[src/rtl/adc_scan_sequencer.sv]
// rtl/adc_scan_sequencer.sv - round-robin SPI scan controller for an 8-channel 12-bit ADC
// Tracks the ADC's one-frame address pipeline and emits tagged result strobes.
module adc_scan_sequencer #(
  parameter int CLK_DIV = 13
) (
  input  logic        clock_50,
  input  logic        reset,
  input  logic        run,
  input  logic [7:0]  chan_mask,
  output logic        adc_cs_n,
  output logic        adc_sclk,
  output logic        adc_saddr,
  input  logic        adc_sdat,
  output logic        sample_valid,
  output logic [2:0]  sample_chan,
  output logic [11:0] sample_data,
  output logic        busy
);

  localparam logic [7:0] CNT_MAX = 8'(CLK_DIV - 1);

  typedef enum logic [2:0] {S_IDLE, S_SETUP, S_LOW, S_HIGH, S_QUIET} state_t;

  state_t      state_q;
  logic [7:0]  cnt_q;
  logic [3:0]  bit_q;
  logic [2:0]  addr_q, data_chan_q;
  logic        emit_ok_q, pend_q;
  logic [11:0] shift_q;
  logic        cs_n_q, sclk_q, saddr_q, valid_q, busy_q;
  logic [2:0]  chan_q;
  logic [11:0] data_q;

  logic        cnt_done;
  logic        keep_going;
  logic [2:0]  first_addr_d, next_addr_d;

  // Lowest enabled channel strictly above prev, wrapping; prev itself if it is the only one.
  function automatic logic [2:0] next_enabled(input logic [7:0] mask, input logic [2:0] prev);
    logic [2:0] r;
    logic [2:0] c;
    r = prev;
    for (int k = 7; k >= 0; k--) begin
      c = prev + 3'(k + 1);
      if (mask[c]) r = c;
    end
    return r;
  endfunction

  function automatic logic addr_bit(input logic [3:0] i, input logic [2:0] a);
    case (i)
      4'd2:    return a[2];
      4'd3:    return a[1];
      4'd4:    return a[0];
      default: return 1'b0;
    endcase
  endfunction

  assign cnt_done     = (cnt_q == CNT_MAX);
  assign keep_going   = run && (chan_mask != 8'd0);
  assign first_addr_d = next_enabled(chan_mask, 3'd7);
  assign next_addr_d  = next_enabled(chan_mask, addr_q);

  always_ff @(posedge clock_50 or posedge reset) begin
    if (reset) begin
      state_q     <= S_IDLE;
      cnt_q       <= 8'd0;
      bit_q       <= 4'd0;
      addr_q      <= 3'd0;
      data_chan_q <= 3'd0;
      emit_ok_q   <= 1'b0;
      pend_q      <= 1'b0;
      shift_q     <= 12'd0;
      cs_n_q      <= 1'b1;
      sclk_q      <= 1'b1;
      saddr_q     <= 1'b0;
      valid_q     <= 1'b0;
      busy_q      <= 1'b0;
      chan_q      <= 3'd0;
      data_q      <= 12'd0;
    end else begin
      // Strobe trails the final sample by one cycle so the shift register has settled.
      pend_q  <= 1'b0;
      valid_q <= pend_q;
      if (pend_q) begin
        chan_q <= data_chan_q;
        data_q <= shift_q;
      end
      cnt_q <= cnt_done ? 8'd0 : cnt_q + 8'd1;
      case (state_q)
        S_IDLE: begin
          cnt_q <= 8'd0;
          if (keep_going) begin
            state_q     <= S_SETUP;
            cs_n_q      <= 1'b0;
            busy_q      <= 1'b1;
            bit_q       <= 4'd0;
            saddr_q     <= 1'b0;
            addr_q      <= first_addr_d;
            data_chan_q <= 3'd0;
            emit_ok_q   <= chan_mask[0];
          end
        end
        S_SETUP: begin
          if (cnt_done) begin
            state_q <= S_LOW;
            sclk_q  <= 1'b0;
            saddr_q <= addr_bit(bit_q, addr_q);
          end
        end
        S_LOW: begin
          if (cnt_done) begin
            state_q <= S_HIGH;
            sclk_q  <= 1'b1;
            shift_q <= {shift_q[10:0], adc_sdat};
            if (bit_q == 4'd15) pend_q <= emit_ok_q;
          end
        end
        S_HIGH: begin
          if (cnt_done) begin
            if (bit_q != 4'd15) begin
              state_q <= S_LOW;
              sclk_q  <= 1'b0;
              bit_q   <= bit_q + 4'd1;
              saddr_q <= addr_bit(bit_q + 4'd1, addr_q);
            end else if (keep_going) begin
              state_q     <= S_LOW;
              sclk_q      <= 1'b0;
              bit_q       <= 4'd0;
              saddr_q     <= 1'b0;
              data_chan_q <= addr_q;
              emit_ok_q   <= 1'b1;
              addr_q      <= next_addr_d;
            end else begin
              state_q <= S_QUIET;
              cs_n_q  <= 1'b1;
              bit_q   <= 4'd0;
            end
          end
        end
        S_QUIET: begin
          if (cnt_done) begin
            state_q <= S_IDLE;
            busy_q  <= 1'b0;
          end
        end
        default: state_q <= S_IDLE;
      endcase
    end
  end

  assign adc_cs_n     = cs_n_q;
  assign adc_sclk     = sclk_q;
  assign adc_saddr    = saddr_q;
  assign sample_valid = valid_q;
  assign sample_chan  = chan_q;
  assign sample_data  = data_q;
  assign busy         = busy_q;

endmodule

[config.mk]
export PLATFORM = sky130hd
export DESIGN_NAME = adc_scan_sequencer
export DESIGN_NICKNAME = d
export VERILOG_FILES = /design/src/rtl/adc_scan_sequencer.sv
export SDC_FILE = /design/constraint.sdc
export NUM_CORES = 1
export LEC_CHECK = 0
export ABC_AREA = 1
export BUFFER_PORTS_ARGS = -buffer_cell sky130_fd_sc_hd__buf_2
export CAP_MARGIN = 20
export CORE_ASPECT_RATIO = 0.5
export CORE_MARGIN = 2
export CORE_UTILIZATION = 50
export CTS_CLUSTER_DIAMETER = 60
export CTS_CLUSTER_SIZE = 40
export DETAILED_ROUTE_END_ITERATION = 10
export PLACE_DENSITY_LB_ADDON = 0.15
export SETUP_SLACK_MARGIN = 0.02
export SYNTH_ARGS = -nofsm -noshare
export SYNTH_HDL_FRONTEND = slang
export SYNTH_SLANG_ARGS = --single-unit
export TNS_END_PERCENT = 5
[constraint.sdc]
create_clock -name clock_50 -period 5.85 [get_ports clock_50]
set_clock_uncertainty 0.2 [all_clocks]
set_input_delay 0.585 -clock clock_50 [delete_from_list [all_inputs] [get_ports clock_50]]
set_output_delay 0.585 -clock clock_50 [all_outputs]
set_load 0.02 [all_outputs]
==> results.cfg, run 1 <==
[run_status]
status = finished clean

[synth]
avgSynthCellArea_um2 = 7.72
synth.area.top_cells = dfrtp_1 (43%), nand2_1 (11%), inv_1 (6.2%)
synthCells = 403
synth.distinct_cells = 37
ys.warnings.count = 0
syn-num-nets = 424
async_reset_ff_share_pct = 100
synth_top_area_share_pct = 42.6
synth-edff-count = 0
synthFlopType = dfrtp_1
synthTopCellsByCount = nand2_1 (95), dfrtp_1 (53), inv_1 (51)
synth-seq-cells = 55
ys_seq_area_share_pct = 44.3
yosysTopAreaCell = dfrtp_1
yosysMostFrequentCell = nand2_1
synth_area_um2 = 3110

[clocking]
postCtsSetupRepairBufs = 0
post_cts_resized = 0
cts_max_path_buffers = 2
htree_levels = 2
clkTransAtPathRegs_ns = 0.07
worstSkewPairLatency_ns = 0.29
cts_tree = yes
clock_sinks = 55
holdBufCountCts = 0
numCtsBuffers = 5
cts-root-buf = clkbuf_16

[critical_path]
crit_arrival_ns = 2.82
crit_required_ns = 5.88
startpoint_type = register
cp-end-kind = register
crit_fanout = 17
crit_type = register to register

[power_and_ir_drop]
power_frac_clock_pct = 18.2
pwr-share-seq_pct = 31.1
p_switching_mw = 0.750
p_comb_share_pct = 50.6
vdd_ir_drop_max_uv = 336
power.internal_mw = 0.864
p_leak_nw = 1.77
powerDensity_nw_per_um2 = 462
p_sw_share_pct = 46.5

[final_layout]
seqCellArea_um2 = 1380
nNetsFinal = 455
stdcell_count = 523
fillers = 557
layout-drive-gt1-share_pct = 17.9
area_growth_pct = 12.2
multi_input_area_um2 = 1460
antenna_cells = 0

[routing]
num_vias = 2640
totalWireLength_mm = 6.43
drt_drc_violations_left = 0
avgViaCountPerCell = 5.05
drtIter0Drc = 145
wl_per_cell_um = 12.3
antenna_left = 0
drt-pass1-iter-count = 4

[placement]
placed_cells = 515
hpwl_mm = 4.71
gp_congestion = 0.911
numPortBuffers = 31

[sta]
final_max_slew_viol_count = 0
worst_pin_slew_ns = 0.818
min_period_ns = 2.79
period_share_pct = 47.7
final-setup-viol-count = 0
relSlewSlack_pct = 45.5
hold_viol = 0
fmax_mhz = 358
finalSetupTns_ns = 0
rsz0062_at_grt = no

[global_route]
grt-ovfl-total = 0
grt_max_degree = 56
grt_pass1_vias = 2478
antenna_found_initial = 0
track_usage_pct = 19.7
grt_first_pass_wirelength_mm = 10.7

[floorplan]
die_w_um = 116
start_util_pct = 51.6
fp.dieH_um = 59.8
coreArea_um2 = 6030
io_pins = 32
rows = 20
dieArea_um2 = 6910

[job]
cap_viol_max_count = 0

[worst_hold_path]
hold_class = primary input to async pin
[logic make-up after synthesis]
group	share of synthesized area, %
AND/OR/NAND/NOR	28.3
adder cells (fa/ha/maj)	3.62
XOR/XNOR	1.41
multiplexers	2.17
AO/OA/AOI/OAI	11.5
flip-flops	44.3
buffers and inverters	8.64
[cells in the final DEF (no fill, tap or decap), types with 3 or more instances in the layout]
| master | Yosys | routed |
|---|---|---|
| a21oi_1 | 28 | 28 |
| and2_1 | 3 | 3 |
| buf_2 | 1 | 31 |
| clkbuf_16 | 0 | 5 |
| dfrtp_1 | 53 | 53 |
| ha_1 | 9 | 9 |
| inv_1 | 51 | 50 |
| inv_2 | 8 | 9 |
| mux2_2 | 6 | 6 |
| nand2_1 | 95 | 95 |
| nand2_2 | 9 | 9 |
| nand3_1 | 28 | 28 |
| nand3_2 | 4 | 4 |
| nand4_1 | 3 | 3 |
| nor2_1 | 38 | 38 |
| nor3_1 | 9 | 9 |
| o21ai_0 | 22 | 22 |
| o22ai_1 | 3 | 3 |
| o31ai_1 | 3 | 3 |
| xor2_1 | 3 | 3 |
[layer usage]
| layer | share of wire [%] | GRT usage, % |
|---|---|---|
| met5 | 0 | 0 |
| met3 | 2.7 | 3.04 |
| met4 | 0.93 | 4.65 |
| met1 | 49 | 24.9 |
| met2 | 48 | 36.2 |
[critical path, stage by stage (launching register included)]
cell	delay, ns
dfrtp_1	0.70
inv_2	0.18
ha_1	0.43
inv_1	0.20
nand2_1	0.09
and2_1	0.19
nand2_2	0.08
nand2_2	0.07
nor2_1	0.14
nand2_2	0.08
nand2_2	0.08
a21oi_2	0.04
or2_0	0.19
nand2_1	0.05
[stage by stage]
step | worst slack [ns] | utilization [%] | total power, mW | instance area (um^2) | hold WS, ns
after global placement | 3.18 | 55.4 | 1.30 | 3340 | 0.258
after floorplan | 3.59 | - | 1.16 | 3110 | 0.152
final | 3.06 | 57.9 | 1.61 | 3490 | 0.275
after CTS | 3.06 | 57.9 | 1.61 | 3490 | 0.278
after global routing | 2.84 | 57.9 | 1.76 | 3490 | 0.309
after detailed placement | 3.08 | 55.4 | 1.31 | 3340 | 0.267
[power groups by stage]
| stage | clock [mW] | sequential [mW] | combinational (mW) |
|---|---|---|---|
| final | 0.294 | 0.503 | 0.817 |
| after global routing | 0.316 | 0.514 | 0.929 |
| after CTS | 0.303 | 0.503 | 0.809 |
| after detailed placement | 0 | 0.509 | 0.803 |
| after global placement | 0 | 0.508 | 0.795 |
| after floorplan | 0 | 0.479 | 0.678 |
[final timing paths]
kind | to | slack, ns | from | cells past startpoint
worst max-delay path | addr_q[0]$_DFFE_PP0P_ | 3.06 | addr_q[0]$_DFFE_PP0P_ | 13
worst min-delay path | shift_q[1]$_DFFE_PP0P_ | 0.28 | reset | 3
worst max register to register | addr_q[0]$_DFFE_PP0P_ | 3.06 | addr_q[0]$_DFFE_PP0P_ | 13
worst min register to register | adc_cs_n$_DFFE_PP1P_ | 0.28 | adc_cs_n$_DFFE_PP1P_ | 2
max in group asynchronous | sample_valid$_DFF_PP0_ | 4.72 | reset | 3
min in group clock_50 | adc_cs_n$_DFFE_PP1P_ | 0.28 | adc_cs_n$_DFFE_PP1P_ | 2
[final cells by class]
type / count / area share, %
well taps: 88 / 3.15
inverters: 60 / 6.49
repair buffers: 32 / 4.66
flip-flops and latches: 55 / 39.5
clock buffers: 5 / 3.58
multi-input cells: 280 / 41.9
clock inverters: 3 / 0.681
[sequential cells by signal (all words and copies together), names as in the netlist]
name / count
adc_sclk: 1
bit_q: 4
addr_q: 3
data_chan_q: 3
sample_data: 12
state_q: 3
busy: 1
pend_q: 1
shift_q: 12
cnt_q: 8
adc_saddr: 1
adc_cs_n: 1
sample_chan: 3
sample_valid: 1
emit_ok_q: 1
Note: power is estimated with default switching activity, not from simulation.
==> run 2, diff against run 1 <==
==> constraint.sdc (replaced) <==
create_clock -name clock_50 -period 2.8 [get_ports clock_50]
set_clock_uncertainty 0.2 [all_clocks]
set_input_delay 0.28 -clock clock_50 [delete_from_list [all_inputs] [get_ports clock_50]]
set_output_delay 0.28 -clock clock_50 [all_outputs]
set_load 0.02 [all_outputs]
==> run 2 against run 1 <==
Sequential power grew 100%. Sequential share of layout area down 0.51 points. Final cell count is 1.1% higher. Global-route usage grew 0.68 points. Critical path type unchanged. Highest routed layer unchanged.
==> results.cfg, run 2 (synthesis gave the netlist of run 1 again) <==
[power_and_ir_drop]
vdd_ir_drop_max_uv = 501
power_mw = 3.40
powerDensity_nw_per_um2 = 960
p_leak_nw = 1.80

[routing]
drtIter0Drc = 163
antenna_left = 0
drt_drc_violations_left = 0
wl_per_cell_um = 12.6
avgViaCountPerCell = 5.10
wl_met1_mm = 3.26
routed-wl-met3_um = 272
routed.top_layer = met4
totalWireLength_mm = 6.67
num_vias = 2698
wl_met2_mm = 3.11
drt-pass1-iter-count = 4

[placement]
numPortBuffers = 31
placed_cells = 520
placed_area_um2 = 3380
dp_slack_ns = 0.267
gp_congestion = 0.906
hpwl_mm = 4.98

[global_route]
grt_max_degree = 42
grt-ovfl-total = 0
grt_first_pass_wirelength_mm = 11.2
grt_pass1_vias = 2498
antenna_found_initial = 0
track_usage_pct = 20.4

[critical_path]
cp-end-kind = register
startpoint_type = register
crit_required_ns = 2.83
crit_fanout = 10
crit_type = register to register
crit_arrival_ns = 2.49

[floorplan]
dieArea_um2 = 6910
rows = 20
coreArea_um2 = 6030
fp.dieH_um = 59.8
die_w_um = 116
io_pins = 32
start_util_pct = 51.6

[clocking]
cts_tree = yes
postCtsSetupRepairBufs = 0
numCtsBuffers = 5
worstSkewPairLatency_ns = 0.29
cts-root-buf = clkbuf_16
clkTransAtPathRegs_ns = 0.07
clock_sinks = 55
htree_levels = 2
cts_max_path_buffers = 2

[sta]
worst_pin_slew_ns = 0.821
finalSetupTns_ns = 0
holdWs_ns = 0.0491
finalWorstSetupSlack_ns = 0.342
rsz0062_at_grt = no
relSlewSlack_pct = 45.2
fmax_mhz = 407
hold_viol = 0
final_max_slew_viol_count = 0
final-setup-viol-count = 0
min_period_ns = 2.46
period_share_pct = 87.8

[final_layout]
stdcell_area_um2 = 3540
nNetsFinal = 461
layout-drive-gt1-share_pct = 19.0
antenna_cells = 0
postLayoutCoreUtil_pct = 58.7
final_cell_mix = nand2_1 (95), dfrtp_1 (52), inv_1 (50)
area_growth_pct = 13.8
final_common_cell = nand2_1
fillers = 538
stdcell_count = 529

[worst_hold_path]
hold_class = primary input to register

[job]
cap_viol_max_count = 0

[run_status]
status = finished clean
-- run 2: worst paths after layout --
| path | start | end | slack (ns) | depth (start not counted) |
|---|---|---|---|---|
| max in group asynchronous | reset | addr_q[1]$_DFFE_PP0P_ | 1.24 | 4 |
| hold reg to reg | adc_cs_n$_DFFE_PP1P_ | adc_cs_n$_DFFE_PP1P_ | 0.27 | 2 |
| min in group asynchronous | reset | cnt_q[3]$_DFF_PP0_ | 0.50 | 3 |
| hold / removal | adc_sdat | shift_q[0]$_DFFE_PP0P_ | 0.05 | 3 |
| setup reg to reg | addr_q[1]$_DFFE_PP0P_ | addr_q[0]$_DFFE_PP0P_ | 0.34 | 14 |
| setup / recovery | addr_q[1]$_DFFE_PP0P_ | addr_q[0]$_DFFE_PP0P_ | 0.34 | 14 |
-- run 2: metal layers --
metal	global-route usage (%)	vias to the layer above
met5	0	-
met4	3.96	0
met3	2.94	4
met2	36.1	65
met1	27.2	1268
li1	-	1361
-- run 2: timing repair --
action                                  CTS  global route
endpoints found under the setup margin    0             1
endpoints found under the hold margin    37             0
hold buffers                              1             0
resized for setup                         0             1
-- run 2: worst max-delay path, stage by stage, from the launching register on --
cell and delay (ns):
dfrtp_2 0.48, inv_2 0.18, ha_1 0.34, inv_1 0.21, o211ai_1 0.15, nand3_1 0.11, nand2_2 0.08, inv_2 0.08
nand2_4 0.06, nor2_4 0.10, nand2_2 0.06, nand2_2 0.08, a21oi_2 0.04, or2_0 0.19, nand2_1 0.05
-- run 2: final cells by class --
class | instances | area (um^2) | share of cell area (%)
clock buffer | 5 | 125 | 3.53
clock inverter | 3 | 23.8 | 0.672
inverter | 60 | 226 | 6.40
multi-input combinational | 280 | 1460 | 41.4
sequential | 55 | 1380 | 39.0
tap | 88 | 110 | 3.11
timing repair buffer | 38 | 210 | 5.94
-- run 2: report_power, final --
group,internal [mW],switching (mW),leakage (nW)
logic,0.568,1.18,0.994
registers,0.914,0.110,0.734
clock network,0.336,0.285,0.0717
total,1.82,1.58,1.80
==> run 3, diff against run 2 <==
--- a/config.mk
+++ b/config.mk
@@ -8,13 +8,15 @@
 export ABC_AREA = 1
 export BUFFER_PORTS_ARGS = -buffer_cell sky130_fd_sc_hd__buf_2
 export CAP_MARGIN = 20
+export CELL_PAD_IN_SITES_DETAIL_PLACEMENT = 1
+export CELL_PAD_IN_SITES_GLOBAL_PLACEMENT = 1
 export CORE_ASPECT_RATIO = 0.5
 export CORE_MARGIN = 2
-export CORE_UTILIZATION = 50
+export CORE_UTILIZATION = 43
 export CTS_CLUSTER_DIAMETER = 60
 export CTS_CLUSTER_SIZE = 40
 export DETAILED_ROUTE_END_ITERATION = 10
-export PLACE_DENSITY_LB_ADDON = 0.15
+export PLACE_DENSITY_LB_ADDON = 0.05
 export SETUP_SLACK_MARGIN = 0.02
 export SYNTH_ARGS = -nofsm -noshare
 export SYNTH_HDL_FRONTEND = slang
==> run 3 against run 2 <==
First-iteration DRC count decreased by 42%. Global-route usage grew 2.1 points. Critical path depth down 1. Flip-flop and latch count stayed put. Worst hold slack hardly changed. Clock power about the same. Combinational power up 5%. Sequential power about the same. Critical endpoint unchanged. Highest routed layer unchanged.
==> results.cfg, run 3 (synthesis gave the netlist of run 1 again) <==
[run_status]
status = finished clean

[sta]
period_share_pct = 90.1
hold_viol = 0
finalSetupTns_ns = 0
final-setup-viol-count = 0
fmax_mhz = 397
finalWorstSetupSlack_ns = 0.278
rsz0062_at_grt = no
worst_pin_slew_ns = 0.847
min_period_ns = 2.52
final_max_slew_viol_count = 0
relSlewSlack_pct = 43.5

[routing]
num_vias = 2741
totalWireLength_mm = 8.35
wl_per_cell_um = 15.7
drt_drc_violations_left = 0
drt-pass1-iter-count = 4
drtIter0Drc = 95
antenna_left = 0
avgViaCountPerCell = 5.14

[clocking]
numCtsBuffers = 5
worstSkewPairLatency_ns = 0.29
cts-root-buf = clkbuf_16
clkTransAtPathRegs_ns = 0.07
htree_levels = 2
cts_max_path_buffers = 2
cts_tree = yes
clock_sinks = 55

[critical_path]
path_common_cell = nand2_2
path_cells = inv_2 -> ha_1 -> inv_1 -> nand2_1 -> and2_1 -> nand2_2 -> nand2_2 -> nor2_1 -> nand2_2 -> nand2_2 -> a21oi_2 -> or2_0 -> nand2_1
crit_required_ns = 2.84
startpoint_type = register
crit_type = register to register
crit_fanout = 10
cp-end-kind = register
max_stage_delay_ns = 0.48
crit_arrival_ns = 2.56
slowest_stage = dfrtp_2

[final_layout]
multi_input_area_um2 = 1460
layout-drive-gt1-share_pct = 19.0
stdcell_count = 533
fillers = 875
nNetsFinal = 461
area_growth_pct = 14.0
final_cell_mix = nand2_1 (95), dfrtp_1 (52), inv_1 (50)
final_common_cell = nand2_1
seqCellArea_um2 = 1380
antenna_cells = 0

[power_and_ir_drop]
p_switching_mw = 1.65
pwr-share-seq_pct = 29.6
p_leak_nw = 1.80
power_frac_clock_pct = 17.9
p_sw_share_pct = 47.5
power.internal_mw = 1.83
power_mw = 3.48
p_comb_share_pct = 52.5
vdd_ir_drop_max_uv = 546
powerDensity_nw_per_um2 = 981

[placement]
hpwl_mm = 6.37
dp_slack_ns = 0.184
numPortBuffers = 31
gp_congestion = 0.860
placed_cells = 524

[global_route]
grt_max_degree = 27
grt-ovfl-total = 0
grt_first_pass_wirelength_mm = 14.5
antenna_found_initial = 0
grt_pass1_vias = 2995
track_usage_pct = 22.4

[job]
cap_viol_max_count = 0

[worst_hold_path]
hold_class = primary input to register

[floorplan]
die_w_um = 124
fp.dieH_um = 64.2
dieArea_um2 = 7970
coreArea_um2 = 6830
start_util_pct = 45.5
rows = 21
io_pins = 32
run 3: changes by cell type in the layout (fill, tap and decap cells not counted):
| cell | delta |
|---|---|
| clkinv_2 | -1 |
| clkinv_4 | +2 |
| inv_8 | -1 |
run 3: path summary, 6_finish.rpt:
path | cells past startpoint | from | to | slack [ns]
setup / recovery | 13 | addr_q[1]$_DFFE_PP0P_ | addr_q[0]$_DFFE_PP0P_ | 0.28
hold / removal | 3 | adc_sdat | shift_q[0]$_DFFE_PP0P_ | 0.05
setup reg to reg | 13 | addr_q[1]$_DFFE_PP0P_ | addr_q[0]$_DFFE_PP0P_ | 0.28
hold reg to reg | 2 | adc_cs_n$_DFFE_PP1P_ | adc_cs_n$_DFFE_PP1P_ | 0.27
max in group asynchronous | 4 | reset | adc_sclk$_DFFE_PP1P_ | 1.35
min in group asynchronous | 3 | reset | data_chan_q[2]$_DFFE_PP0P_ | 0.37
run 3: stage by stage:
stage | instance area [um^2] | util [%] | hold WS [ns]
after detailed placement | 3380 | 49.5 | 0.117
after global placement | 3380 | 49.5 | 0.113
after CTS | 3540 | 51.9 | 0.0505
after global routing | 3550 | 51.9 | 0.0603
after floorplan | 3110 | - | 0.152
final | 3550 | 51.9 | 0.0490
run 3: critical path, delay by kind of cell (launching register included):
family	cells	cell delay [ns]
AOI/OAI and AO/OA	1	0.04
adders and majority gates	1	0.34
buffers and inverters	2	0.39
DFF	1	0.48
and+or+nand+nor	9	1.01
run 3: power by group through the flow:
| stage | logic, mW | clock network [mW] | registers [mW] |
|---|---|---|---|
| 6_report | 1.83 | 0.624 | 1.03 |
| 5_1_grt | 2.09 | 0.672 | 1.05 |
| 4_1_cts | 1.84 | 0.639 | 1.03 |
| 3_5_place_dp | 1.82 | 0 | 1.04 |
| 3_3_place_gp | 1.76 | 0 | 1.03 |
| 2_1_floorplan | 1.42 | 0 | 1.00 |
run 3: layout make-up:
cell class              instances  area share, %
well taps                      92           3.25
inverters                      60           6.39
flip-flops and latches         55           38.9
repair buffers                 38           5.93
multi-input cells             280           41.3
clock buffers                   5           3.53
clock inverters                 3          0.706
run 3: timing repair:
action | CTS | global route
buffers inserted | 0 | 0
hold buffers | 1 | 0
endpoints found under the setup margin | 0 | 3
endpoints found under the hold margin | 19 | 0
resized for setup | 0 | 1
run 3: routing by layer:
metal  vias up  track usage [%]  wire (um)
met1      1336             27.6       3720
li1       1355                -          -
met3        11             2.85        201
met4         0             6.74        119
met5         -                0          0
met2        39             41.7       4310
